--- src/rtl/pipe_hazard_ctrl_if.sv ---
// Hazard controller bundle: pipeline status in, hold/flush/perf out.
// The pipeline drives through master; the controller takes slave.
interface pipe_hazard_ctrl_if #(
  parameter int CNT_W = 32
);
  logic [4:0]       id_rs1_addr;
  logic [4:0]       id_rs2_addr;
  logic             id_rs1_used;
  logic             id_rs2_used;
  logic             ex_mem_r_ena;
  logic [4:0]       ex_reg_w_addr;
  logic             ex_jump;
  logic             mem_req;
  logic             mem_ready;
  logic             hold_pc;
  logic             hold_if_id;
  logic             hold_id_ex;
  logic             hold_ex_mem;
  logic             hold_mem_wb;
  logic             flush_if_id;
  logic             flush_id_ex;
  logic             mem_timeout;
  logic [CNT_W-1:0] stall_cycles;
  logic [CNT_W-1:0] flush_count;

  modport master (
    output id_rs1_addr, id_rs2_addr,
    output id_rs1_used, id_rs2_used,
    output ex_mem_r_ena, ex_reg_w_addr,
    output ex_jump, mem_req, mem_ready,
    input  hold_pc, hold_if_id, hold_id_ex,
    input  hold_ex_mem, hold_mem_wb,
    input  flush_if_id, flush_id_ex,
    input  mem_timeout, stall_cycles, flush_count
  );

  modport slave (
    input  id_rs1_addr, id_rs2_addr,
    input  id_rs1_used, id_rs2_used,
    input  ex_mem_r_ena, ex_reg_w_addr,
    input  ex_jump, mem_req, mem_ready,
    output hold_pc, hold_if_id, hold_id_ex,
    output hold_ex_mem, hold_mem_wb,
    output flush_if_id, flush_id_ex,
    output mem_timeout, stall_cycles, flush_count
  );
endinterface

--- src/rtl/pipe_hazard_ctrl.sv ---
// Stall/flush controller: load-use, EX jumps, slow data memory
// with a timeout watchdog, plus saturating stall/flush counters.
module pipe_hazard_ctrl #(
  parameter int MEM_TIMEOUT = 16,
  parameter int CNT_W       = 32
) (
  input logic              clk_100MHz,
  input logic              arst_n,
  pipe_hazard_ctrl_if.slave hz
);
  typedef enum logic [1:0] {
    RUN,
    MEM_WAIT,
    ERR
  } state_t;

  localparam logic [7:0] TMO_LAST =
    8'(MEM_TIMEOUT - 1);
  localparam logic [CNT_W-1:0] CNT_ONE =
    CNT_W'(1);

  state_t           r_state;
  logic [7:0]       r_wait;
  logic             r_tmo;
  logic [CNT_W-1:0] r_stall;
  logic [CNT_W-1:0] r_flush;

  logic w_mem_stall;
  logic w_lu;
  logic w_rs1_hit;
  logic w_rs2_hit;
  logic w_hold_all;
  logic w_hpc;
  logic w_hifid;
  logic w_hidex;
  logic w_hexmem;
  logic w_hmemwb;
  logic w_fifid;
  logic w_fidex;

  assign w_mem_stall = hz.mem_req & ~hz.mem_ready;

  assign w_rs1_hit = hz.id_rs1_used &
    (hz.id_rs1_addr == hz.ex_reg_w_addr);
  assign w_rs2_hit = hz.id_rs2_used &
    (hz.id_rs2_addr == hz.ex_reg_w_addr);
  assign w_lu = hz.ex_mem_r_ena &
    (hz.ex_reg_w_addr != 5'd0) &
    (w_rs1_hit | w_rs2_hit);

  always_comb begin
    w_hold_all = 1'b1;
    unique case (r_state)
      RUN:      w_hold_all = w_mem_stall;
      MEM_WAIT: w_hold_all = ~hz.mem_ready;
      ERR:      w_hold_all = 1'b1;
      default:  w_hold_all = 1'b1;
    endcase
  end

  // jump and load-use can coincide, so this is a priority decode
  always_comb begin
    w_hpc    = 1'b0;
    w_hifid  = 1'b0;
    w_hidex  = 1'b0;
    w_hexmem = 1'b0;
    w_hmemwb = 1'b0;
    w_fifid  = 1'b0;
    w_fidex  = 1'b0;
    if (arst_n) begin
      priority case (1'b1)
        w_hold_all: begin
          w_hpc    = 1'b1;
          w_hifid  = 1'b1;
          w_hidex  = 1'b1;
          w_hexmem = 1'b1;
          w_hmemwb = 1'b1;
        end
        hz.ex_jump: begin
          w_fifid = 1'b1;
          w_fidex = 1'b1;
        end
        w_lu: begin
          w_hpc   = 1'b1;
          w_hifid = 1'b1;
          w_fidex = 1'b1;
        end
        default: ;
      endcase
    end
  end

  always_ff @(posedge clk_100MHz or negedge arst_n) begin
    if (!arst_n) begin
      r_state <= RUN;
      r_wait  <= 8'd0;
      r_tmo   <= 1'b0;
      r_stall <= '0;
      r_flush <= '0;
    end else begin
      if (w_hpc && r_stall != '1)
        r_stall <= r_stall + CNT_ONE;
      if (w_fifid && r_flush != '1)
        r_flush <= r_flush + CNT_ONE;
      unique case (r_state)
        RUN: begin
          if (w_mem_stall) begin
            r_state <= MEM_WAIT;
            r_wait  <= 8'd1;
          end
        end
        MEM_WAIT: begin
          if (hz.mem_ready) begin
            r_state <= RUN;
          end else if (r_wait == TMO_LAST) begin
            r_state <= ERR;
            r_tmo   <= 1'b1;
          end else begin
            r_wait <= r_wait + 8'd1;
          end
        end
        ERR:     r_state <= ERR;
        default: r_state <= ERR;
      endcase
    end
  end

  assign hz.hold_pc      = w_hpc;
  assign hz.hold_if_id   = w_hifid;
  assign hz.hold_id_ex   = w_hidex;
  assign hz.hold_ex_mem  = w_hexmem;
  assign hz.hold_mem_wb  = w_hmemwb;
  assign hz.flush_if_id  = w_fifid;
  assign hz.flush_id_ex  = w_fidex;
  assign hz.mem_timeout  = r_tmo;
  assign hz.stall_cycles = r_stall;
  assign hz.flush_count  = r_flush;
endmodule

--- src/flat_wrapper.sv ---
// flat-port wrapper written by rule: the top's interface ports become plain ports
module pipe_hazard_ctrl_flat 
#(
  parameter int MEM_TIMEOUT = 16,
  parameter int CNT_W       = 32
)
  (clk_100MHz, arst_n, hz_id_rs1_addr, hz_id_rs2_addr, hz_id_rs1_used, hz_id_rs2_used, hz_ex_mem_r_ena, hz_ex_reg_w_addr, hz_ex_jump, hz_mem_req, hz_mem_ready, hz_hold_pc, hz_hold_if_id, hz_hold_id_ex, hz_hold_ex_mem, hz_hold_mem_wb, hz_flush_if_id, hz_flush_id_ex, hz_mem_timeout, hz_stall_cycles, hz_flush_count);
  pipe_hazard_ctrl_if #(.CNT_W(CNT_W)) hz_i ();
  input logic clk_100MHz;
  input logic arst_n;
  input wire logic [$bits(hz_i.id_rs1_addr)-1:0] hz_id_rs1_addr;
  input wire logic [$bits(hz_i.id_rs2_addr)-1:0] hz_id_rs2_addr;
  input wire logic [$bits(hz_i.id_rs1_used)-1:0] hz_id_rs1_used;
  input wire logic [$bits(hz_i.id_rs2_used)-1:0] hz_id_rs2_used;
  input wire logic [$bits(hz_i.ex_mem_r_ena)-1:0] hz_ex_mem_r_ena;
  input wire logic [$bits(hz_i.ex_reg_w_addr)-1:0] hz_ex_reg_w_addr;
  input wire logic [$bits(hz_i.ex_jump)-1:0] hz_ex_jump;
  input wire logic [$bits(hz_i.mem_req)-1:0] hz_mem_req;
  input wire logic [$bits(hz_i.mem_ready)-1:0] hz_mem_ready;
  output wire logic [$bits(hz_i.hold_pc)-1:0] hz_hold_pc;
  output wire logic [$bits(hz_i.hold_if_id)-1:0] hz_hold_if_id;
  output wire logic [$bits(hz_i.hold_id_ex)-1:0] hz_hold_id_ex;
  output wire logic [$bits(hz_i.hold_ex_mem)-1:0] hz_hold_ex_mem;
  output wire logic [$bits(hz_i.hold_mem_wb)-1:0] hz_hold_mem_wb;
  output wire logic [$bits(hz_i.flush_if_id)-1:0] hz_flush_if_id;
  output wire logic [$bits(hz_i.flush_id_ex)-1:0] hz_flush_id_ex;
  output wire logic [$bits(hz_i.mem_timeout)-1:0] hz_mem_timeout;
  output wire logic [$bits(hz_i.stall_cycles)-1:0] hz_stall_cycles;
  output wire logic [$bits(hz_i.flush_count)-1:0] hz_flush_count;
  assign hz_i.id_rs1_addr = hz_id_rs1_addr;
  assign hz_i.id_rs2_addr = hz_id_rs2_addr;
  assign hz_i.id_rs1_used = hz_id_rs1_used;
  assign hz_i.id_rs2_used = hz_id_rs2_used;
  assign hz_i.ex_mem_r_ena = hz_ex_mem_r_ena;
  assign hz_i.ex_reg_w_addr = hz_ex_reg_w_addr;
  assign hz_i.ex_jump = hz_ex_jump;
  assign hz_i.mem_req = hz_mem_req;
  assign hz_i.mem_ready = hz_mem_ready;
  assign hz_hold_pc = hz_i.hold_pc;
  assign hz_hold_if_id = hz_i.hold_if_id;
  assign hz_hold_id_ex = hz_i.hold_id_ex;
  assign hz_hold_ex_mem = hz_i.hold_ex_mem;
  assign hz_hold_mem_wb = hz_i.hold_mem_wb;
  assign hz_flush_if_id = hz_i.flush_if_id;
  assign hz_flush_id_ex = hz_i.flush_id_ex;
  assign hz_mem_timeout = hz_i.mem_timeout;
  assign hz_stall_cycles = hz_i.stall_cycles;
  assign hz_flush_count = hz_i.flush_count;
  pipe_hazard_ctrl #(.MEM_TIMEOUT(MEM_TIMEOUT), .CNT_W(CNT_W)) u_core (.clk_100MHz(clk_100MHz), .arst_n(arst_n), .hz(hz_i));
endmodule
--- config.mk ---
export PLATFORM = sky130hd
export DESIGN_NAME = pipe_hazard_ctrl_flat
export DESIGN_NICKNAME = d
export VERILOG_FILES = /design/src/rtl/pipe_hazard_ctrl_if.sv /design/src/rtl/pipe_hazard_ctrl.sv /design/src/flat_wrapper.sv
export SDC_FILE = /design/constraint.sdc
export NUM_CORES = 1
export LEC_CHECK = 0
export CAP_MARGIN = 25
export CORE_ASPECT_RATIO = 1.75
export CORE_MARGIN = 3
export CORE_UTILIZATION = 50
export CTS_BUF_LIST = sky130_fd_sc_hd__clkbuf_4 sky130_fd_sc_hd__clkbuf_8
export DETAILED_ROUTE_END_ITERATION = 8
export PLACE_DENSITY = 0.81
export RECOVER_POWER = 50
export SLEW_MARGIN = 10
export SYNTH_ARGS = -nofsm -noshare
export SYNTH_HDL_FRONTEND = slang
export SYNTH_SLANG_ARGS = --single-unit
--- constraint.sdc ---
create_clock -name clk_100MHz -period 2.6 [get_ports clk_100MHz]
set_input_delay 0.39 -clock clk_100MHz [delete_from_list [all_inputs] [get_ports clk_100MHz]]
set_output_delay 0.39 -clock clk_100MHz [all_outputs]
set_load 0.1 [all_outputs]
=== Word-level counts from Yosys, hierarchy flattened ===
Cells that the tools add are included.

* Output and inout port bits: 72
* RAM bits: 0
* Memory bits (read-only): 0
* Memories kept: 0
* Bits in registers: 75
* Bits in latches: 0
* Logic and storage cells: 54

* Bitwise operators: 7
* Multiplexer cells: 21
* Reduce and logical (&&, ||, !) cells: 8
* Add/subtract/negate cells: 3
* Shift operators: 0
* Multipliers: 0
* Eq/ne operators: 10
* Magnitude comparators: 0
* Div/mod/pow operators: 0

{| class="wikitable"
|+ Operator list
! cell !! count
|-
| 32-bit by 1-bit adder with 32-bit output, second input constant || 2
|-
| 32-bit != test, second input constant || 2
|-
| 8-bit 2-to-1 mux || 3
|-
| 8-bit case mux with 2 select lines || 1
|-
| 1-bit 2-to-1 mux || 12
|-
| 5-bit equality test || 2
|-
| 8-bit by 1-bit adder with 8-bit output, second input constant || 1
|-
| 8-bit by 4-bit equality test with 1-bit output, second input constant || 1
|-
| 2-bit 2-to-1 mux || 3
|-
| 1-bit AND || 5
|-
| 5-bit nonzero test || 1
|-
| 2-bit != test, second input constant || 2
|-
| 2-bit case mux with 2 select lines || 1
|-
| 4-bit AND reduction || 1
|-
| 3-bit by 2-bit != test with 1-bit output, second input constant || 1
|-
| 3-bit AND reduction || 1
|-
| 2-bit by 1-bit equality test with 1-bit output, second input constant || 1
|-
| 1-bit logical AND || 2
|-
| 2-bit zero test || 1
|-
| 2-bit by 1-bit != test with 1-bit output, second input constant || 1
|-
| 1-bit case mux with 2 select lines || 1
|-
| 2-bit AND reduction || 1
|-
| 2-bit nonzero test || 1
|-
| 1-bit NOT || 1
|-
| 1-bit OR || 1
|}

=== Logic depth before layout (Yosys ltp) ===
Gate-level depths: netlist (run 1).

* Word-level depth: 9
* Gate-level depth with buffers: 8
* Mapped depth without buffers: 7

=== Worst setup path before layout (run 1) ===
OpenSTA, ideal clock, no wires.

* Path kind: input-to-output
* Start: in hz_mem_ready
* End: out hz_hold_pc
* Data required time: 2.210 ns
* Data arrival time: 2.344 ns
* Path slack: -0.134 ns
* Stages on the path: 5
* Buffers on the path: 1
* Cells stage by stage: o21ba_2 > o21a_2 > a21oi_2 > inv_1 > buf_4

* Longest elaborated chain between the ends: 5

{| class="wikitable"
|+ Ends and longest elaborated chain
! element !! RTL line !! RTL
|-
| start: declaration || flat_wrapper.sv:19 || <nowiki>input wire logic [$bits(hz_i.mem_ready)-1:0] hz_mem_ready;</nowiki>
|-
| 1-bit NOT (no source line) * || - ||
|-
| 1-bit AND || pipe_hazard_ctrl.sv:41 || <nowiki>assign w_mem_stall = hz.mem_req & ~hz.mem_ready;</nowiki>
|-
| 1-bit case mux with 2 select lines * || pipe_hazard_ctrl.sv:53 || <nowiki>unique case (r_state)</nowiki>
|-
| 1-bit 2-to-1 mux * (2 in series) || - ||
|-
| end: declaration || flat_wrapper.sv:20 || <nowiki>output wire logic [$bits(hz_i.hold_pc)-1:0] hz_hold_pc;</nowiki>
|}

Mark *: on every way between the ends. The rest lies on a longest branch, timed or not.

=== Final worst setup path (run 1) ===
* Start: in hz_ex_reg_w_addr[3]
* End: out hz_hold_pc

* Longest elaborated chain between the ends: 8
* Elaborated cells on any way between the ends: 12
* Classes of those cells: eq/ne (2); mux (4); bitwise (5); reduce/logical (1)

{| class="wikitable"
|+ Ends and longest elaborated chain
! element !! RTL line !! RTL
|-
| start: declaration || flat_wrapper.sv:16 || <nowiki>input wire logic [$bits(hz_i.ex_reg_w_addr)-1:0] hz_ex_reg_w_addr;</nowiki>
|-
| 5-bit equality test, on equally long branches || pipe_hazard_ctrl.sv:44, pipe_hazard_ctrl.sv:46 ||
|-
| 1-bit AND, on equally long branches || pipe_hazard_ctrl.sv:43, pipe_hazard_ctrl.sv:45 ||
|-
| 1-bit OR || pipe_hazard_ctrl.sv:49 || <nowiki>(w_rs1_hit | w_rs2_hit);</nowiki>
|-
| 1-bit AND * || pipe_hazard_ctrl.sv:48 || <nowiki>(hz.ex_reg_w_addr != 5'd0) &</nowiki>
|-
| 1-bit 2-to-1 mux * (3 in series) || pipe_hazard_ctrl.sv:71 || <nowiki>priority case (1'b1)</nowiki>
|-
| 1-bit 2-to-1 mux * || pipe_hazard_ctrl.sv:70 || <nowiki>if (arst_n) begin</nowiki>
|}

Marks and branches as above.

==> results of run 1 <==
## cell type report
class	count	area, um2	share of cell area, %
inverter	13	52.6	1.06
sequential	75	1880	37.9
clock inverter	1	8.76	0.177
tap	86	108	2.17
clock buffer	14	174	3.51
timing repair buffer	111	845	17.0
multi-input combinational	287	1890	38.1
## cell usage after synthesis, types with 3 or more instances
cell,count,area [um2]
sky130_fd_sc_hd__ha_1,3,37.5
sky130_fd_sc_hd__nor2_1,35,131
sky130_fd_sc_hd__nand3_1,32,160
sky130_fd_sc_hd__nor3_2,3,30.0
sky130_fd_sc_hd__a21oi_1,5,25.0
sky130_fd_sc_hd__buf_4,5,37.5
sky130_fd_sc_hd__xnor2_1,29,254
sky130_fd_sc_hd__nand2_1,38,143
sky130_fd_sc_hd__nand4_1,19,119
sky130_fd_sc_hd__dfrtp_1,75,1880
sky130_fd_sc_hd__and3_1,6,37.5
sky130_fd_sc_hd__nor3_1,22,110
sky130_fd_sc_hd__xor2_1,49,429
sky130_fd_sc_hd__inv_1,13,48.8
sky130_fd_sc_hd__nor4_1,12,75.1
sky130_fd_sc_hd__and4_1,4,35.0
## kinds of logic after synthesis
logic type	count (synthesis)	share of synthesized area, %
AO/OA/AOI/OAI	15	2.90
multiplexers	1	0.293
adder cells (fa/ha/maj)	3	0.976
flip-flops	75	48.8
buffers and inverters	19	2.34
XOR/XNOR	78	17.8
AND/OR/NAND/NOR	190	26.9
## what timing repair did
item                                    in CTS  in global routing
hold buffers                                 1                  0
cloned                                       0                  0
setup buffers                                1                  0
resized for setup                            3                  1
pin swaps                                    2                  3
hold endpoints to repair                    11                  0
endpoints found under the setup margin       2                  3
## worst max-delay path, delay by kind of cell
kind	cells	cell delay, ps
buffers and inverters	3	800
AND/OR/NAND/NOR	2	540
AO/OA/AOI/OAI	2	390
## routing by layer
metal  global-route usage, %  vias up  routed length, um
met5                       0        -                  0
met1                    26.4     1521               3550
met3                    5.78       17                609
li1                        -     1552                  -
met4                    10.8        0                247
met2                    38.7      115               4700
## state kept, by name (all words and copies together), names as in the netlist
register                count
u_core.hz.flush_count      32
u_core.hz.stall_cycles     32
u_core.r_wait               8
u_core.r_state              2
u_core.hz.mem_timeout       1
## path summary, 6_finish.rpt
kind | cells past startpoint | start | end | slack (ps)
setup / recovery | 7 | hz_ex_reg_w_addr[3] | hz_hold_pc | 70
hold / removal | 2 | arst_n | u_core.r_wait[2] | 480
setup reg to reg | 7 | u_core.hz.flush_count[0] | u_core.hz.flush_count[30] | 360
hold reg to reg | 1 | u_core.hz.mem_timeout | u_core.hz.mem_timeout | 480
max in group asynchronous | 3 | arst_n | u_core.hz.flush_count[1] | 590
min in group clk_100MHz | 1 | u_core.hz.mem_timeout | u_core.hz.mem_timeout | 480
## metrics by stage
stage / cell area, um2 / hold WS [ps] / setup WS (ps) / std cells
after CTS: 5090 / 466 / 26.7 / 587
after detailed placement: 4890 / 258 / -52.9 / 570
after global routing: 4960 / 501 / 0.127 / 587
after global placement: 4890 / 255 / -20.2 / 570
final: 4960 / 477 / 68.3 / 587
after floorplan: 3860 / 94.4 / -125 / 381
## power by group through the flow
| stage | registers, uW | clock network [uW] | logic (uW) |
|---|---|---|---|
| after detailed placement | 1410 | 0 | 1020 |
| final | 1390 | 834 | 989 |
| after floorplan | 1910 | 0 | 219 |
| after global routing | 1410 | 908 | 1040 |
| after global placement | 1410 | 0 | 1010 |
| after CTS | 1390 | 864 | 1020 |
==> run_results.csv, run 1 <==
group,metric,value,unit
power,power.switching,1300,uW
global_routing,globalRouteTotalUtil,22.8,%
floorplanning,std_cell_rows,41,
route,drtIter0Drc,125,
run,maximum_capacitance_violations,0,
route,postRouteAntennaNets,0,
min_path,hold_path.class,"in -> async",
synth,async_reset_ff_share,100,%
worst_setup_path,worstPathCellList,"clkdlybuf4s50_1 > or4_4 > o21ai_2 > nor2_1 > a21oi_2 > clkinvlp_4 > buf_12",
timing,report.final.setup_viol,0,
synth,netlist-cell-type-count,41,
power,share_clk_of_total_power,26.0,%
route,routed_wl,9110,um
timing,fin_worst_skew,8.81,ps
timing,finalHoldViolCount,0,
placed_design,gp_congestion,0.810,
floorplanning,floorplan.die_area,0.00882,mm2
timing,period_share,97.4,%
cells_and_area,layout_common_cells,"73 x sky130_fd_sc_hd__dfrtp_1, 49 x sky130_fd_sc_hd__xor2_1, 43 x sky130_fd_sc_hd__buf_4",
global_routing,globalRouteOverflowTotal,0,
cts,cts-root-buf,"sky130_fd_sc_hd__clkbuf_8",
synth,synth.avg_cell_area,10.1,um2
cts,tritoncts,"built",
power,seqPwrFrac,43.3,%
power,vdd.ir_drop.worst,1.05,mV
worst_setup_path,crit_path_top_delay_cell,"sky130_fd_sc_hd__or4_4",
timing,worst-slew-pin-transition,1240,ps
cells_and_area,num-fill-cells,614,
floorplanning,die_w,72.3,um
synth,postSynth.topFlopCell,"sky130_fd_sc_hd__dfrtp_1",
route,route.vias.total,3205,
placed_design,port-buffer-count,94,
worst_setup_path,worst-endpoint-required,2210,ps
placed_design,place.detailed.hpwl,6970,um
route,dr.pass1.iters,4,
timing,rsz0062_at_grt,"no",
global_routing,maximum_number_of_pins_on_one_net_before_global_route_repair,51,
route,vias_per_instance,5.46,
worst_setup_path,cp_data_arrival_time,2140,ps
cts,clock_sink_count,75,
timing,max_clock_freq,0.395,GHz
run_status,run_status,"completed",
synth,mappedNetlistArea,0.00384,mm2
synth,postSynthRegisterBits,75,
floorplanning,ioPinCount,95,
cts,clock_insertion_delay_worst_skew,340,ps
timing,fin_setup_tns,0,ps
power,post-layout-total-power,3210,uW
cts,clock_transition_at_the_register_clock_pins_on_the_worst_setup_and_hold_paths_after_cts,70,ps
global_routing,grt_pass1_wl,15700,um
synth,synth_nets,407,
power,swShare,40.6,%
global_routing,grt_antenna_before_repair,0,
cells_and_area,finalNetCount,523,
synth,synth_enable_flop_cells,0,
worst_setup_path,critPathCaptureType,"output pin",
worst_setup_path,critical_path_class,"in -> out",
cts,ctsLongestPathBuffers,2,
worst_setup_path,worst_setup_path_start_kind,"input pin",
power,static-leakage-power,0.00240,uW
power,p_int,1910,uW
cells_and_area,final_common_cell,"sky130_fd_sc_hd__dfrtp_1",
floorplanning,start_util,52.4,%
route,number_of_drc_violations_after_detailed_routing,0,
cells_and_area,syn_to_final_growth,28.9,%
power,pwr_density_cell,648,mW/mm2
cells_and_area,diode_insertion_count_for_antenna_repair,0,
synth,syn_inst,381,
cells_and_area,drive_gt1_share,18.4,%
synth,ys_warn_count,0,
worst_setup_path,worst-path-max-fanout,2,
cells_and_area,finish.utilization,67.6,%
timing,final-max-slew-violation-count,0,
floorplanning,die_y,122,um
route,avgRoutedWirePerCell,15.5,um
timing,period_needed,2530,ps
global_routing,first_global_vias,3297,
cts,htreeDepth,3,
cts,numCtsBuffers,9,
floorplanning,placeableCoreArea,0.00734,mm2
power,combinationalPowerShare,30.8,%
synth,synth_sequential_area_ratio,48.8,%
worst_setup_path,critical-path-max-stage-delay,480,ps
timing,maxSlewHeadroom,17.6,%
Power figures use the tool's default switching activity.
==> run 2, diff against run 1 <==
--- a/config.mk
+++ b/config.mk
@@ -11,6 +11,7 @@
 export CORE_UTILIZATION = 50
 export CTS_BUF_LIST = sky130_fd_sc_hd__clkbuf_4 sky130_fd_sc_hd__clkbuf_8
 export DETAILED_ROUTE_END_ITERATION = 8
+export GPL_TIMING_DRIVEN = 0
 export PLACE_DENSITY = 0.81
 export RECOVER_POWER = 50
 export SLEW_MARGIN = 10
==> run_results.csv, run 2 (synthesized netlist as in run 1, its figures left out) <==
group,metric,value,unit
run_status,run_status,"completed",
cells_and_area,syn_to_final_growth,33.3,%
route,dr.pass1.iters,4,
route,topRoutingLayerUsed,"met4",
route,drtIter0Drc,160,
route,postRouteAntennaNets,0,
timing,max_clock_freq,0.394,GHz
floorplanning,start_util,52.4,%
timing,maxSlewHeadroom,32.2,%
route,avgRoutedWirePerCell,16.1,um
cts,clock_transition_at_the_register_clock_pins_on_the_worst_setup_and_hold_paths_after_cts,70,ps
timing,final-max-slew-violation-count,0,
global_routing,grt_antenna_before_repair,0,
cells_and_area,final_common_cell,"sky130_fd_sc_hd__clkdlybuf4s50_1",
placed_design,pre_cts_ws,-1200,ps
timing,fin_worst_skew,9.98,ps
global_routing,globalRouteTotalUtil,23.1,%
floorplanning,die_y,122,um
cells_and_area,num-fill-cells,592,
worst_setup_path,cp_data_arrival_time,2150,ps
floorplanning,floorplan.die_area,0.00882,mm2
worst_setup_path,rrSetupSlack,210,ps
global_routing,maximum_number_of_pins_on_one_net_before_global_route_repair,67,
timing,hold-worst-slack,132,ps
route,route.vias.total,3327,
cts,tritoncts,"built",
floorplanning,ioPinCount,95,
worst_setup_path,worst_setup_path_start_kind,"input pin",
power,static-leakage-power,0.00238,uW
power,pwr_density_cell,626,mW/mm2
cts,numCtsBuffers,9,
route,routed_wl,9360,um
cells_and_area,finalNetCount,517,
worst_setup_path,critical_path_class,"in -> out",
min_path,hold_path.class,"in -> async",
cts,htreeDepth,3,
route,met2RoutedLength,4880,um
cells_and_area,layout.cells.non_filler,581,
cts,clock_insertion_delay_worst_skew,350,ps
timing,period_needed,2540,ps
global_routing,first_global_vias,3400,
run,maximum_capacitance_violations,0,
power,vdd.ir_drop.worst,0.967,mV
floorplanning,die_w,72.3,um
timing,worst-slew-pin-transition,1010,ps
worst_setup_path,critPathCaptureType,"output pin",
floorplanning,std_cell_rows,41,
floorplanning,placeableCoreArea,0.00734,mm2
placed_design,gp_congestion,0.884,
worst_setup_path,worst-path-max-fanout,6,
cells_and_area,layout_common_cells,"80 x sky130_fd_sc_hd__clkdlybuf4s50_1, 74 x sky130_fd_sc_hd__dfrtp_1, 49 x sky130_fd_sc_hd__xor2_1",
placed_design,place.detailed.hpwl,6860,um
worst_setup_path,worst-endpoint-required,2210,ps
cells_and_area,diode_insertion_count_for_antenna_repair,0,
timing,rsz0062_at_grt,"no",
global_routing,globalRouteOverflowTotal,0,
cts,ctsLongestPathBuffers,2,
route,number_of_drc_violations_after_detailed_routing,0,
placed_design,place_inst,562,
timing,report.final.setup_viol,0,
timing,period_share,97.5,%
route,wl_met3,610,um
placed_design,port-buffer-count,94,
cts,cts-root-buf,"sky130_fd_sc_hd__clkbuf_8",
route,drt-met1-wl,3670,um
cells_and_area,drive_gt1_share,9.90,%
cells_and_area,finish.utilization,69.9,%
route,vias_per_instance,5.73,
cts,clock_sink_count,75,
timing,finalHoldViolCount,0,
global_routing,grt_pass1_wl,15900,um
timing,postLayoutSetupSlackWorst,64.8,ps
run 2: cell types whose count changed in the layout (fill, tap and decap cells not counted), sizes merged:
| cell | before | now |
|---|---|---|
| dlygate4sd3 | 1 | 3 |
| clkinv | 1 | 3 |
| clkdlybuf4s15 | 0 | 3 |
| clkdlybuf4s50 | 19 | 80 |
| dlygate4sd2 | 2 | 4 |
| buf | 51 | 13 |
| clkbuf | 52 | 14 |
run 2: power breakdown:
group / internal (uW) / switching (uW) / leakage (uW) / total [uW]
Combinational: 262 / 765 / 0.00130 / 1030
Clock: 384 / 412 / 0.0000928 / 796
Sequential: 1250 / 134 / 0.000987 / 1380
run 2: what timing repair did:
item	CTS	global route
hold endpoints to repair	13	0
pin swaps	2	0
buffers inserted	3	0
hold buffers	1	0
gates resized for setup	40	2
setup endpoints to repair	7	1
run 2: worst max-delay path, stage by stage:
cell and delay (ps):
sky130_fd_sc_hd__dlygate4sd3_1 600, sky130_fd_sc_hd__o21ba_2 280, sky130_fd_sc_hd__o21a_2 210, sky130_fd_sc_hd__buf_4 130
sky130_fd_sc_hd__clkdlybuf4s15_2 540
run 2: per-stage QoR:
stage               setup TNS (ps)  power (uW)  cell area (um2)
global route                     0        3350             5130
finish                           0        3210             5130
detailed placement           -4740        2430             4930
floorplan                     -125        2130             3860
CTS                              0        3240             5160
global placement           -283320        2410             4910
run 2: worst paths after layout:
kind,from,end,cells after the start
min,arst_n,u_core.hz.flush_count[5],2
max reg2reg,u_core.hz.stall_cycles[9],u_core.hz.stall_cycles[1],6
max in group asynchronous,arst_n,u_core.hz.flush_count[1],2
min in group clk_100MHz,u_core.hz.mem_timeout,u_core.hz.mem_timeout,1
min reg2reg,u_core.hz.mem_timeout,u_core.hz.mem_timeout,1
max,hz_mem_ready,hz_hold_mem_wb,5
run 2: routing by layer:
layer	global-route usage, %	vias to the layer above
met5	0	-
met4	11.1	0
met3	5.53	16
met2	39.6	132
met1	26.5	1635
li1	-	1544
run 2: layout make-up:
| cell class | count | area (um2) | area share [%] |
|---|---|---|---|
| Clock buffer | 12 | 153 | 2.98 |
| Tap cell | 86 | 108 | 2.10 |
| Clock inverter | 3 | 15.0 | 0.293 |
| Multi-Input combinational cell | 287 | 1880 | 36.7 |
| Inverter | 13 | 52.6 | 1.03 |
| Timing Repair Buffer | 99 | 992 | 19.4 |
| Sequential cell | 75 | 1880 | 36.6 |
| Buffer | 6 | 45.0 | 0.879 |
==> run 3, diff against run 2 <==
--- a/config.mk
+++ b/config.mk
@@ -5,12 +5,13 @@
 export SDC_FILE = /design/constraint.sdc
 export NUM_CORES = 1
 export LEC_CHECK = 0
-export CAP_MARGIN = 25
+export CAP_MARGIN = 10
 export CORE_ASPECT_RATIO = 1.75
 export CORE_MARGIN = 3
 export CORE_UTILIZATION = 50
 export CTS_BUF_LIST = sky130_fd_sc_hd__clkbuf_4 sky130_fd_sc_hd__clkbuf_8
 export DETAILED_ROUTE_END_ITERATION = 8
+export GPL_ROUTABILITY_DRIVEN = 0
 export GPL_TIMING_DRIVEN = 0
 export PLACE_DENSITY = 0.81
 export RECOVER_POWER = 50
==> results of run 3 <==
Final layout, timing and power as in run 2 (identical DEF).
